===== config.mk =====
export PLATFORM = sky130hd
export DESIGN_NAME = mem_dma_initiator
export DESIGN_NICKNAME = d
export VERILOG_FILES = /design/src/rtl/mem_dma_pkg.sv /design/src/rtl/mem_dma_timeout.sv /design/src/rtl/mem_dma_initiator.sv
export SDC_FILE = /design/constraint.sdc
export NUM_CORES = 1
export LEC_CHECK = 0
export BUFFER_PORTS_ARGS = -buffer_cell sky130_fd_sc_hd__buf_2
export CORE_AREA = 8 8 175 177
export DETAILED_ROUTE_END_ITERATION = 6
export DIE_AREA = 0 0 183 185
export HOLD_SLACK_MARGIN = 0.05
export PLACE_DENSITY = 0.87
export SLEW_MARGIN = 20
export SYNTH_ARGS = -nofsm -noshare
export SYNTH_HDL_FRONTEND = slang
export SYNTH_SLANG_ARGS = --single-unit

===== constraint.sdc =====
create_clock -name clk -period 2.8 [get_ports clk]
set_clock_uncertainty 0.05 [all_clocks]
set_input_delay 0.42 -clock clk [delete_from_list [all_inputs] [get_ports clk]]
set_output_delay 0.42 -clock clk [all_outputs]
set_load 0.05 [all_outputs]

===== src/rtl/mem_dma_pkg.sv =====
// Shared constants for the mem_dma_initiator copy engine: FSM encoding and bus constants.
// Keeps the alignment rule in one place so the top and any future variants agree.
package mem_dma_pkg;
  localparam int unsigned DW_BYTES  = 8;
  localparam logic [7:0]  WSTRB_ALL = 8'hFF;

  localparam logic [1:0] ST_IDLE = 2'd0;
  localparam logic [1:0] ST_RD   = 2'd1;
  localparam logic [1:0] ST_WR   = 2'd2;
  localparam logic [1:0] ST_GAP  = 2'd3;

  // Fill commands never read, so only the destination must be doubleword aligned.
  function automatic logic misaligned(input logic fill, input logic [2:0] src_lo,
                                      input logic [2:0] dst_lo);
    return (dst_lo != 3'd0) || (!fill && (src_lo != 3'd0));
  endfunction
endpackage


===== src/rtl/mem_dma_timeout.sv =====
// Per-transaction wait counter: cleared outside RD/WR, counts cycles without mem_ready.
// expire_o fires combinationally in the wait cycle that brings the count to TIMEOUT.
module mem_dma_timeout #(
  parameter int TIMEOUT = 1024
) (
  input  logic clk,
  input  logic resetn,
  input  logic clr_i,
  input  logic inc_i,
  output logic expire_o
);
  localparam int CW = $clog2(TIMEOUT + 1);

  logic [CW-1:0] cnt_q;

  always_ff @(posedge clk) begin
    if (!resetn || clr_i) begin
      cnt_q <= '0;
    end else if (inc_i) begin
      cnt_q <= cnt_q + CW'(1);
    end
  end

  assign expire_o = inc_i && (cnt_q == CW'(TIMEOUT - 1));
endmodule


===== src/rtl/mem_dma_initiator.sv =====
// Bus-master copy engine (RD, GAP, WR, GAP per doubleword); done/err pulse one cycle after the end.
// Fill mode (WR-only sequence from cmd_pattern) exists only when DMA_FILL_EN is defined.
module mem_dma_initiator #(
  parameter int LEN_W   = 16,
  parameter int TIMEOUT = 1024
) (
  input  logic             clk,
  input  logic             resetn,
  input  logic             cmd_valid,
  output logic             cmd_ready,
  input  logic [63:0]      cmd_src,
  input  logic [63:0]      cmd_dst,
  input  logic [LEN_W-1:0] cmd_len,
  input  logic             cmd_fill,
  input  logic [63:0]      cmd_pattern,
  output logic             busy,
  output logic             done,
  output logic             err,
  output logic             mem_valid,
  output logic             mem_instr,
  output logic [63:0]      mem_addr,
  output logic [63:0]      mem_wdata,
  output logic [7:0]       mem_wstrb,
  input  logic             mem_ready,
  input  logic [63:0]      mem_rdata
);
  import mem_dma_pkg::*;

  logic [1:0]       state_q, state_d;
  logic [63:0]      src_q, src_d, dst_q, dst_d, data_q, data_d;
  logic [LEN_W-1:0] rem_q, rem_d;
  logic             nxt_wr_q, nxt_wr_d, fill_q, fill_d;
  logic             done_q, done_d, err_q, err_d;
  logic             in_xfer, tmo, acc_fill;

`ifdef DMA_FILL_EN
  assign acc_fill = cmd_fill;
`else
  logic unused_fill;
  assign acc_fill    = 1'b0;
  assign unused_fill = ^{cmd_fill, cmd_pattern};
`endif

  assign in_xfer   = (state_q == ST_RD) || (state_q == ST_WR);
  assign cmd_ready = (state_q == ST_IDLE);
  assign busy      = (state_q != ST_IDLE);
  assign done      = done_q;
  assign err       = err_q;
  assign mem_valid = in_xfer;
  assign mem_instr = 1'b0;
  assign mem_addr  = (state_q == ST_WR) ? dst_q : src_q;
  assign mem_wdata = data_q;
  assign mem_wstrb = (state_q == ST_WR) ? WSTRB_ALL : 8'h00;

  generate
    if (TIMEOUT > 0) begin : g_tmo
      mem_dma_timeout #(.TIMEOUT(TIMEOUT)) u_tmo (
        .clk      (clk),
        .resetn   (resetn),
        .clr_i    (!in_xfer),
        .inc_i    (in_xfer && !mem_ready),
        .expire_o (tmo)
      );
    end else begin : g_no_tmo
      assign tmo = 1'b0;
    end
  endgenerate

  always_comb begin
    state_d  = state_q;
    src_d    = src_q;
    dst_d    = dst_q;
    data_d   = data_q;
    rem_d    = rem_q;
    nxt_wr_d = nxt_wr_q;
    fill_d   = fill_q;
    done_d   = 1'b0;
    err_d    = 1'b0;
    case (state_q)
      ST_IDLE: begin
        if (cmd_valid) begin
          fill_d = acc_fill;
          src_d  = cmd_src;
          dst_d  = cmd_dst;
          rem_d  = cmd_len;
`ifdef DMA_FILL_EN
          if (cmd_fill) data_d = cmd_pattern;
`endif
          if (misaligned(acc_fill, cmd_src[2:0], cmd_dst[2:0])) begin
            done_d = 1'b1;
            err_d  = 1'b1;
          end else if (cmd_len == '0) begin
            done_d = 1'b1;
          end else begin
            state_d = acc_fill ? ST_WR : ST_RD;
          end
        end
      end
      ST_RD: begin
        if (tmo) begin
          state_d = ST_IDLE;
          done_d  = 1'b1;
          err_d   = 1'b1;
        end else if (mem_ready) begin
          data_d   = mem_rdata;
          nxt_wr_d = 1'b1;
          state_d  = ST_GAP;
        end
      end
      ST_WR: begin
        if (tmo) begin
          state_d = ST_IDLE;
          done_d  = 1'b1;
          err_d   = 1'b1;
        end else if (mem_ready) begin
          src_d = src_q + 64'(DW_BYTES);
          dst_d = dst_q + 64'(DW_BYTES);
          rem_d = rem_q - LEN_W'(1);
          if (rem_q == LEN_W'(1)) begin
            state_d = ST_IDLE;
            done_d  = 1'b1;
          end else begin
            nxt_wr_d = fill_q;
            state_d  = ST_GAP;
          end
        end
      end
      default: state_d = nxt_wr_q ? ST_WR : ST_RD;
    endcase
  end

  always_ff @(posedge clk) begin
    if (!resetn) begin
      state_q  <= ST_IDLE;
      src_q    <= '0;
      dst_q    <= '0;
      data_q   <= '0;
      rem_q    <= '0;
      nxt_wr_q <= 1'b0;
      fill_q   <= 1'b0;
      done_q   <= 1'b0;
      err_q    <= 1'b0;
    end else begin
      state_q  <= state_d;
      src_q    <= src_d;
      dst_q    <= dst_d;
      data_q   <= data_d;
      rem_q    <= rem_d;
      nxt_wr_q <= nxt_wr_d;
      fill_q   <= fill_d;
      done_q   <= done_d;
      err_q    <= err_d;
    end
  end
endmodule


# Word-level counts from Yosys, hierarchy flattened
# Cells that the tools add are included.
dict set report word_totals {
  output_inout_bits 142
  inputBits 277
  regBits 224
}
dict set report classes {
  n_reduce_logical 20
  n_addsub 4
  bitwise_logic 1
  muxes 41
  n_eq_ne 14
}
# cell count
set op_table {}
lappend op_table {{$mux W64} 7}
lappend op_table {{$pmux W64 S2} 2}
lappend op_table {{$add A64 B4 Y64 const B} 2}
lappend op_table {{$mux W16} 3}
lappend op_table {{$pmux W16 S2} 1}
lappend op_table {{$mux W2} 9}
lappend op_table {{$eq A16 B1 Y1 const B} 1}
lappend op_table {{$logic_not A16 Y1} 1}
lappend op_table {{$ne A2 B2 Y1 const B} 8}
lappend op_table {{$sub A16 B1 Y16 const B} 1}
lappend op_table {{$mux W1} 14}
lappend op_table {{$add A11 B1 Y11 const B} 1}
lappend op_table {{$eq A11 B10 Y1 const B} 1}
lappend op_table {{$mux W8} 1}
lappend op_table {{$ne A3 B2 Y1 const B} 2}
lappend op_table {{$pmux W2 S3} 1}
lappend op_table {{$reduce_and A6 Y1} 1}
lappend op_table {{$reduce_bool A2 Y1} 3}
lappend op_table {{$reduce_bool A3 Y1} 2}
lappend op_table {{$reduce_and A5 Y1} 1}
lappend op_table {{$pmux W1 S2} 2}
lappend op_table {{$reduce_and A4 Y1} 1}
lappend op_table {{$logic_not A1 Y1} 3}
lappend op_table {{$logic_or A1 B1 Y1} 3}
lappend op_table {{8 further kinds} 9}

# Logic depth before layout (Yosys ltp)
# Gate-level depths: netlist of the first run.
dict set report logic_depth {
  ltp_word 6
  depth_mapped 11
  ltp_nobuf 8
}

# Hierarchy
# A second synthesis of the first run with hierarchy kept.
dict set report unflattened {
  hier_cells 1755
  area_unflattened_um2 13006.2
}
# module instances seq_area_each_um2 cells_each area_per_inst_um2
set by_module_without_submodules {}
lappend by_module_without_submodules {mem_dma_initiator 1 4264.1 1703 12514.5}
lappend by_module_without_submodules {mem_dma_timeout 1 220.2 52 491.7}

# Worst setup path before layout of the first run
# No wires, ideal clock.
dict set report synth_timing {
  path_kind {flip-flop to output port}
  start {register state_q[0]}
  end {output port mem_addr[13]}
  path_buffers 4
  path_stages_with_launch 8
  slack_ps -522
  arrival_ps 2852
  cell_sequence {dfxtp_1 -> inv_1 -> ha_1 -> clkbuf_1 -> clkbuf_1 -> clkbuf_1 -> clkbuf_1 -> o21ai_0}
}
dict set report synth_between {
  elab_chain_len 2
}
# element line_no
set synth_rtl {}
lappend synth_rtl {{start, declared} mem_dma_initiator.sv:29} ;# logic [1:0] state_q, state_d;
lappend synth_rtl {{start signal, assigned} mem_dma_initiator.sv:144} ;# state_q <= state_d;
lappend synth_rtl {{$eq A2 B2 Y1} mem_dma_initiator.sv:51} ;# assign mem_addr = (state_q == ST_WR) ? dst_q : src_q;
lappend synth_rtl {{$mux W64} mem_dma_initiator.sv:51}
lappend synth_rtl {{end, declared} mem_dma_initiator.sv:21} ;# output logic [63:0] mem_addr,
# No other way between the ends.

# Worst setup path after layout of the first run
dict set report layout_timing {
  start {register state_q[0]}
  end {output port mem_addr[30]}
}
# Same word-level chain as after synthesis.

==> results of run 1 <==
[worst paths after layout]
path / from / end / slack, ns / cells after the start
setup / recovery: state_q[0] / mem_addr[30] / 0.05 / 5
hold / removal: mem_rdata[17] / mem_wdata[17] / 0.08 / 3
setup reg to reg: src_q[4] / src_q[44] / 0.14 / 7
hold reg to reg: mem_wdata[24] / mem_wdata[24] / 0.40 / 2
[power breakdown]
part | switching, mW | leakage [nW] | internal (mW) | total (mW)
Sequential | 1.19 | 1.84 | 4.16 | 5.35
Clock | 1.42 | 0.432 | 2.08 | 3.51
Combinational | 6.94 | 4.49 | 3.38 | 10.3
[through the flow]
stage,worst slack (ns),std cells
3_3_place_gp,0.241,2464
5_1_grt,-0.00552,2527
2_1_floorplan,-0.0661,1771
6_report,0.0474,2528
4_1_cts,-0.0878,2525
3_5_place_dp,0.137,2464
[per-layer routing]
layer	global-route usage (%)	vias to the layer above
li1	-	7174
met1	36.7	7361
met2	48.3	990
met3	6.00	215
met4	16.1	2
met5	0	-
[cells in the final DEF, fill, tap and decap left out, types with 34 or more instances in the layout]
cell type  instances
mux2_2            43
nor2_1           123
buf_4            100
nand2_1          314
nor3_1            49
and3_1            51
o21ai_0           87
nand4_1           55
a21oi_1          186
a31oi_1           34
nand3_1           69
buf_2            339
dfxtp_1          223
[worst min-delay path: stages]
cell and delay [ns]:
buf_2 0.09, nand2_1 0.05, a21oi_1 0.05
[state kept, by name (all words and copies together) (netlist names)]
signal and count:
src_q 64, dst_q 64, rem_q 16, g_tmo.u_tmo.cnt_q 11, state_q 2, done 1
mem_wdata 64, err 1, nxt_wr_q 1
[area by class of cell]
| cell class | count | area share (%) |
|---|---|---|
| Antenna cell | 1 | 0.0150 |
| Clock buffer | 38 | 4.59 |
| Clock inverter | 10 | 0.698 |
| Inverter | 31 | 0.728 |
| Multi-Input combinational cell | 1377 | 47.2 |
| Sequential cell | 224 | 26.9 |
| Tap cell | 384 | 2.88 |
| Timing Repair Buffer | 463 | 16.9 |
[cells by family after synthesis]
kind of cell | after synthesis | share of synthesized area [%]
simple gates | 809 | 30.3
compound gates | 487 | 23.2
flops | 224 | 34.7
buf+inv | 170 | 5.19
mux | 59 | 5.00
xor+xnor | 12 | 0.812
fa+ha+maj | 9 | 0.870
other cells | 1 | 0.0290
[what timing repair did]
action,4_1_cts,5_1_grt
gates resized for setup,16,10
hold endpoints to repair,13,0
cloned,0,2
hold buffers,13,0
setup endpoints to repair,22,38
==> results.cfg, run 1 <==
[run_status]
status = complete, no violations

[drt]
num_vias = 15742
drt-total-wl_um = 54100
wl_met3_um = 5440
dr_wl_met2_um = 24900
drt-vias-per-instance = 6.23
wl_per_cell_um = 21.4
ant_nets = 0
wl_met1_um = 20700
drt_iter0_drc = 2175
first_pass_iters = 6
drc = 0
top_layer_used = met5

[global_routing]
first_global_vias = 15012
grt_pass1_wl_um = 81800
grt_antenna_before_repair = 1
grt_max_degree = 130
grt_overflow = 0
grt_util_all_layers_pct = 29.8

[clocking]
tritoncts = built
worstSkewPairLatency_ns = 0.55
clkSinkCount = 224
cts_root_buf = clkbuf_16
ctsLongestPathBuffers = 3
cts_inserted_buffers = 26
cts_setup_buffers = 0
htreeDepth = 1
clk_pin_slew_ns = 0.06

[synth]
synth.net_count = 2057
synth_common_cells = nand2_1 (315), dfxtp_1 (224), a21oi_1 (186)
synth.distinct_cells = 69
synth_warnings = 0
syn-cell-area_um2 = 12900
syn_area_per_cell_um2 = 7.31
synth_top_area_share_pct = 34.7
synth.largest_area_cell = dfxtp_1
synth-edff-count = 0
yosys_register_bits = 224
synth_seq_area_share_pct = 34.7
synth_async_sr_flop_share_pct = 0
synth_most_common_cell = nand2_1
synth_cells = 1771
synthFlopType = dfxtp_1
ys_top_cells_by_area = dfxtp_1 (35%), nand2_1 (9.1%), a21oi_1 (7.2%)

[placement]
routabilityCongestion = 0.960
hpwl_um = 39000
port_buffers = 352
placed_area_um2 = 15500

[finish]
finalNetCount = 2409
final_cell_area_um2 = 16700
fill_cells = 2557
drive_above_1_share_pct = 27.0
final_util_pct = 59.4
regArea_um2 = 4490
multi_input_area_um2 = 7880
area_growth_pct = 28.8

[worst_setup_path]
critical_path_class = reg2out
path_delay_family = buffers and inverters
cp_data_arrival_time_ns = 2.28
crit_path_cell_trace = inv_2 -> ha_4 -> buf_16 -> mux2_2 -> buf_2
max_stage_delay_ns = 0.44
crit_slowest_cell = mux2_2
worstPathRequired_ns = 2.33
start_kind = flip-flop
cp-end-kind = primary output
worst-path-buf-inv = 3
path_max_fanout = 67

[sta]
drv_slew = 0
hold_slack_ns = 0.0774
period_needed_ns = 2.75
worst_pin_slew_ns = 0.708
fin_tns_setup_ns = 0
fmax_mhz = 363
period_share_pct = 98.3
hold_viol_final = 0
rsz0062_at_grt = true
setup_violations = 0
max_slew_margin_pct = 52.7

[min_path]
hp-class = in2reg

[floorplan]
rows = 62
start_util_pct = 46.1
fp.dieW_um = 183
core_area_um2 = 28100
io_pins = 419
chipHeight_um = 185
die-area_um2 = 33900

[power]
powerDensity_nw_per_um2 = 1150
leakagePower_nw = 6.75
ir_drop_uv = 632
fin_total_pwr_mw = 19.2

[job]
maxCapViolCount = 0
(Power assumes the default switching activity.)
==> run 2: changes to the inputs <==
- ABC_AREA: default -> 1
- CELL_PAD_IN_SITES_DETAIL_PLACEMENT: default -> 0
- CELL_PAD_IN_SITES_GLOBAL_PLACEMENT: default -> 1
- CORE_AREA: 8 8 175 177 -> 8 8 224 226
- DIE_AREA: 0 0 183 185 -> 0 0 232 234
==> run 2 against run 1 <==
Against the previous run: hold slack got worse by 0.0040 ns; final cell count increased by 37%; wire length increased by 17%; critical path depth increased by 2; setup slack improved by 0.028 ns; die area increased by 60%; via count increased by 10%; area after synthesis increased by 14%.
==> results.cfg, run 2 <==
[global_routing]
grt_antenna_before_repair = 6
grt_util_all_layers_pct = 22.1
grt_overflow = 0
grt_pass1_wl_um = 94200
first_global_vias = 16121
grt_max_degree = 92

[power]
ir_drop_uv = 465
powerDensity_nw_per_um2 = 817
fin_total_pwr_mw = 14.9
pwr-share-seq_pct = 31.8
p_comb_share_pct = 45.0
p_int_mw = 7.83
leakagePower_nw = 7.89
p_sw_mw = 7.11
clockPowerShare_pct = 23.2
switching_share_pct = 47.6

[floorplan]
core_area_um2 = 46800
fp.dieW_um = 232
rows = 80
die-area_um2 = 54300
start_util_pct = 31.3
io_pins = 419
chipHeight_um = 234

[clocking]
tritoncts = built
cts_inserted_buffers = 26
clkSinkCount = 224
htreeDepth = 1
ctsLongestPathBuffers = 3
worstSkewPairLatency_ns = 0.55
cts_root_buf = clkbuf_16
clk_pin_slew_ns = 0.06

[finish]
finalNetCount = 3105
final_cell_area_um2 = 18300
final_cell_mix = nand2_1 (620), nor2_1 (514), buf_2 (336), o21ai_0 (285), dfxtp_1 (224)
instances_no_fill = 3459
drive_above_1_share_pct = 18.8
final_util_pct = 39.0
layout_commonest_cell = nand2_1
area_growth_pct = 24.4

[sta]
hold_slack_ns = 0.0734
rsz0062_at_grt = true
fin_tns_setup_ns = 0
fmax_mhz = 367
setup_violations = 0
hold_viol_final = 0
period_share_pct = 97.3
drv_slew = 0
period_needed_ns = 2.72
setup_ws_ns = 0.0759
max_slew_margin_pct = 60.5
worst_pin_slew_ns = 0.593

[placement]
place_ws_ns = 0.491
placedCellCount = 3399
port_buffers = 352
hpwl_um = 49800
placed_area_um2 = 17300
routabilityCongestion = 0.961

[synth]
synth_most_common_cell = nand2_1
yosys_register_bits = 224
ys_top_cells_by_area = dfxtp_1 (31%), nand2_1 (16%), nor2_1 (13%)
synth_async_sr_flop_share_pct = 0
synthFlopType = dfxtp_1
synth.net_count = 2809
synth.largest_area_cell = dfxtp_1
synth_warnings = 0
synth_top_area_share_pct = 30.5
synth.distinct_cells = 42
synth_common_cells = nand2_1 (622), nor2_1 (522), o21ai_0 (292)
synth-edff-count = 0
syn_area_per_cell_um2 = 5.82
synth_seq_area_share_pct = 30.5
synth_cells = 2523
syn-cell-area_um2 = 14700

[drt]
drt-total-wl_um = 63400
drt-vias-per-instance = 5.01
num_vias = 17317
ant_nets = 0
drt_iter0_drc = 1661
wl_per_cell_um = 18.3
drc = 0
first_pass_iters = 5

[run_status]
status = complete, no violations

[min_path]
hp-class = in2reg

[worst_setup_path]
worstPathRequired_ns = 2.33
path_max_fanout = 32
cp-end-kind = primary output
start_kind = flip-flop
cp_data_arrival_time_ns = 2.25
critical_path_class = reg2out

[job]
maxCapViolCount = 0
==> run 2: cell count changes in the layout (fill, tap and decap cells not counted), sizes merged, moves of 45 or more <==
| cell | previous run | this run |
|---|---|---|
| nor2 | 124 | 560 |
| nand2 | 315 | 644 |
| mux2 | 45 | 0 |
| buf | 448 | 383 |
| inv | 31 | 221 |
| o21ai | 97 | 299 |
| a21oi | 186 | 131 |
| and3 | 51 | 1 |
| nand3 | 70 | 134 |
==> run 2: logic make-up after synthesis <==
family	Yosys count	share of synthesized area (%)
AO/OA/AOI/OAI	499	18.1
XOR/XNOR	11	0.656
adder cells (fa/ha/maj)	9	0.767
buffers and inverters	345	9.34
flip-flops	224	30.5
other	1	0.0255
AND/OR/NAND/NOR	1434	40.6
==> run 2: worst paths after layout <==
check	startpoint	endpoint	slack [ns]	depth (start not counted)
min	mem_rdata[33]	mem_wdata[33]	0.07	3
max	state_q[0]	mem_addr[30]	0.08	7
max reg2reg	state_q[0]	dst_q[39]	0.54	11
min reg2reg	g_tmo.u_tmo.cnt_q[9]	g_tmo.u_tmo.cnt_q[9]	0.39	2
==> run 2: layout make-up <==
class | instances | area (µm²)
sequential | 224 | 4480
fill | 5217 | 28600
timing repair buffer | 391 | 2410
multi-input combinational | 1954 | 8890
tap | 615 | 769
clock inverter | 10 | 80.1
clock buffer | 38 | 777
antenna | 5 | 12.5
inverter | 222 | 845
==> run 2: worst max-delay path, stage by stage (launching register included) <==
cell	delay (ns)
dfxtp_1	0.34
inv_2	0.09
ha_4	0.27
inv_8	0.12
buf_12	0.18
or2_2	0.33
o21a_1	0.12
clkbuf_4	0.22
==> run 2: repair_timing <==
action / CTS / global route
setup buffers: 0 / 1
hold buffers: 5 / 0
resized for setup: 4 / 7
setup endpoints to repair: 6 / 9
pin swaps: 0 / 0
gates cloned: 0 / 1
hold endpoints to repair: 5 / 0
==> run 2: per-layer routing <==
layer  track usage, %  routed length (µm)  up-vias
li1                 -                   -     8733
met1             29.1               27100     7866
met2             35.5               29300      595
met3             3.47                4190      121
met4             9.80                2800        2
met5                0                  13        -
==> run 2: power groups by stage <==
| stage | Clock [mW] | Combinational [mW] | Sequential (mW) |
|---|---|---|---|
| 4_1_cts | 3.55 | 6.66 | 4.70 |
| 2_1_floorplan | 0 | 4.39 | 4.75 |
| 3_3_place_gp | 0 | 6.59 | 4.77 |
| 3_5_place_dp | 0 | 6.62 | 4.77 |
| 5_1_grt | 3.67 | 7.31 | 4.84 |
| 6_report | 3.47 | 6.72 | 4.75 |
==> run 3: changes to the inputs <==
- CORE_AREA: 8 8 224 226 -> 8 8 214 216
- DIE_AREA: 0 0 232 234 -> 0 0 222 224
- PLACE_DENSITY: 0.87 -> 0.9
- clock period: 2.8 -> 3.1 ns (I/O delays scaled with it)
==> run 3 against run 2 <==
Against the previous run: register-to-register slack improved by 0.14 ns; wire length about the same; die area decreased by 8.4%; clock power hardly changed; non-clock buffer count decreased by 14; first-iteration DRC count grew 7.4%; critical path depth unchanged; sequential power shrank 9.5%; final cell count down 2.5%; sequential share of layout area grew 0.43 points; total power fell by 8.4%; count of clock-buffer cells in the layout fell by 2; largest cell class unchanged.
==> results.cfg, run 3 (same netlist as run 2, synthesis figures left out) <==
[run_status]
status = complete, no violations

[min_path]
worstHoldPathCells = 3
hp-class = in2reg

[clocking]
clkSinkCount = 224
tritoncts = built
cts_setup_buffers = 0
cts_root_buf = clkbuf_16
clk_pin_slew_ns = 0.06
worstSkewPairLatency_ns = 0.58
cts_inserted_buffers = 28
ctsLongestPathBuffers = 3
htreeDepth = 1

[finish]
area_growth_pct = 22.2
final_util_pct = 42.2
drive_above_1_share_pct = 18.4
antenna_cells = 0
layout_commonest_cell = nand2_1
finalNetCount = 3093
final_cell_mix = nand2_1 (621), nor2_1 (514), buf_2 (348), o21ai_0 (282), dfxtp_1 (224)

[power]
clockPowerShare_pct = 25.3
leakagePower_nw = 7.80
p_sw_mw = 6.48
p_comb_share_pct = 43.2
p_int_mw = 7.21
ir_drop_uv = 425
pwr-share-seq_pct = 31.5
powerDensity_nw_per_um2 = 762
switching_share_pct = 47.3

[global_routing]
grt_overflow = 0
grt_util_all_layers_pct = 24.0
first_global_vias = 16627
grt_max_degree = 132
grt_antenna_before_repair = 2
grt_pass1_wl_um = 95400

[floorplan]
start_util_pct = 34.5
io_pins = 419
chipHeight_um = 224
core_area_um2 = 42500
fp.dieW_um = 222
rows = 76
die-area_um2 = 49700

[sta]
hold_viol_final = 0
drv_slew = 0
period_share_pct = 95.5
fin_tns_setup_ns = 0
setup_violations = 0
worst_pin_slew_ns = 0.825
period_needed_ns = 2.96
rsz0062_at_grt = false
max_slew_margin_pct = 45.0
fmax_mhz = 338

[placement]
port_buffers = 352
hpwl_um = 49900
routabilityCongestion = 0.967

[drt]
drt-vias-per-instance = 5.21
drt-total-wl_um = 63400
drt_iter0_drc = 1784
first_pass_iters = 6
drc = 0
ant_nets = 0
wl_per_cell_um = 18.8
num_vias = 17566

[worst_setup_path]
worstPathRequired_ns = 2.58
crit_path_cell_trace = inv_1 -> ha_4 -> inv_6 -> buf_6 -> nand2_1 -> o21ai_0 -> buf_2
crit_slowest_cell = dfxtp_1
cp-end-kind = primary output
cp_data_arrival_time_ns = 2.45
path_max_fanout = 35
start_kind = flip-flop
max_stage_delay_ns = 0.39
r2r_cells = 10
critical_path_class = reg2out

[job]
maxCapViolCount = 0
## run 3: cell count changes in the layout (fill, tap and decap cells not counted), moves of 3 or more
cell / previous run / this run
buf_12: 20 / 12
buf_2: 336 / 348
buf_4: 24 / 16
bufinv_16: 1 / 4
clkinv_2: 8 / 2
clkinvlp_4: 2 / 5
diode_2: 5 / 0
dlygate4sd3_1: 5 / 0
o21ai_0: 285 / 282
o21ai_1: 9 / 16
o21ai_2: 5 / 1
## run 3: timing repair
action / CTS / global route
endpoints found under the hold margin: 0 / 0
hold buffers: 0 / 0
setup endpoints to repair: 0 / 1
gates resized for setup: 0 / 1
## run 3: final timing paths
check / start / end / slack [ns]
max reg2reg: state_q[0] / src_q[5] / 0.68
min: mem_rdata[58] / mem_wdata[58] / 0.09
max: state_q[0] / mem_addr[19] / 0.14
min reg2reg: g_tmo.u_tmo.cnt_q[9] / g_tmo.u_tmo.cnt_q[9] / 0.41
## run 3: layer usage
metal | routed length, µm | global-route usage [%]
met3 | 4580 | 3.62
met1 | 26800 | 31.2
met5 | 13 | 0
met2 | 29700 | 39.7
met4 | 2310 | 9.07
## run 3: power by group through the flow
| stage | clock network (mW) | registers, mW | logic (mW) |
|---|---|---|---|
| 6_report | 3.46 | 4.30 | 5.92 |
| 5_1_grt | 3.63 | 4.37 | 6.41 |
| 4_1_cts | 3.52 | 4.25 | 5.90 |
| 3_5_place_dp | 0 | 4.31 | 5.87 |
| 3_3_place_gp | 0 | 4.30 | 5.79 |
| 2_1_floorplan | 0 | 4.29 | 3.96 |
## run 3: area by class of cell
class	count	area (µm²)
Clock buffer	36	771
Clock inverter	12	188
Fill cell	4585	24600
Inverter	222	842
Multi-Input combinational cell	1954	8870
Sequential cell	224	4480
Tap cell	546	683
Timing Repair Buffer	377	2110
## run 3: critical path: cells and delay by family (launching register included)
family | cells | cell delay, ns
and+or+nand+nor | 1 | 0.07
AOI/OAI and AO/OA | 1 | 0.17
DFF | 1 | 0.39
buffers and inverters | 4 | 1.02
adders and majority gates | 1 | 0.22
## run 3: stage by stage
step	std cells	cell area [µm²]	hold slack [ns]	total power, mW	worst slack, ns
global route	3371	18000	0.0827	14.4	0.0613
detailed placement	3323	17000	0.401	10.2	0.663
finish	3371	18000	0.0921	13.7	0.138
global placement	3323	17000	0.385	10.1	0.717
CTS	3371	17900	0.0706	13.7	0.0571
floorplan	2523	14700	0.374	8.25	-0.265
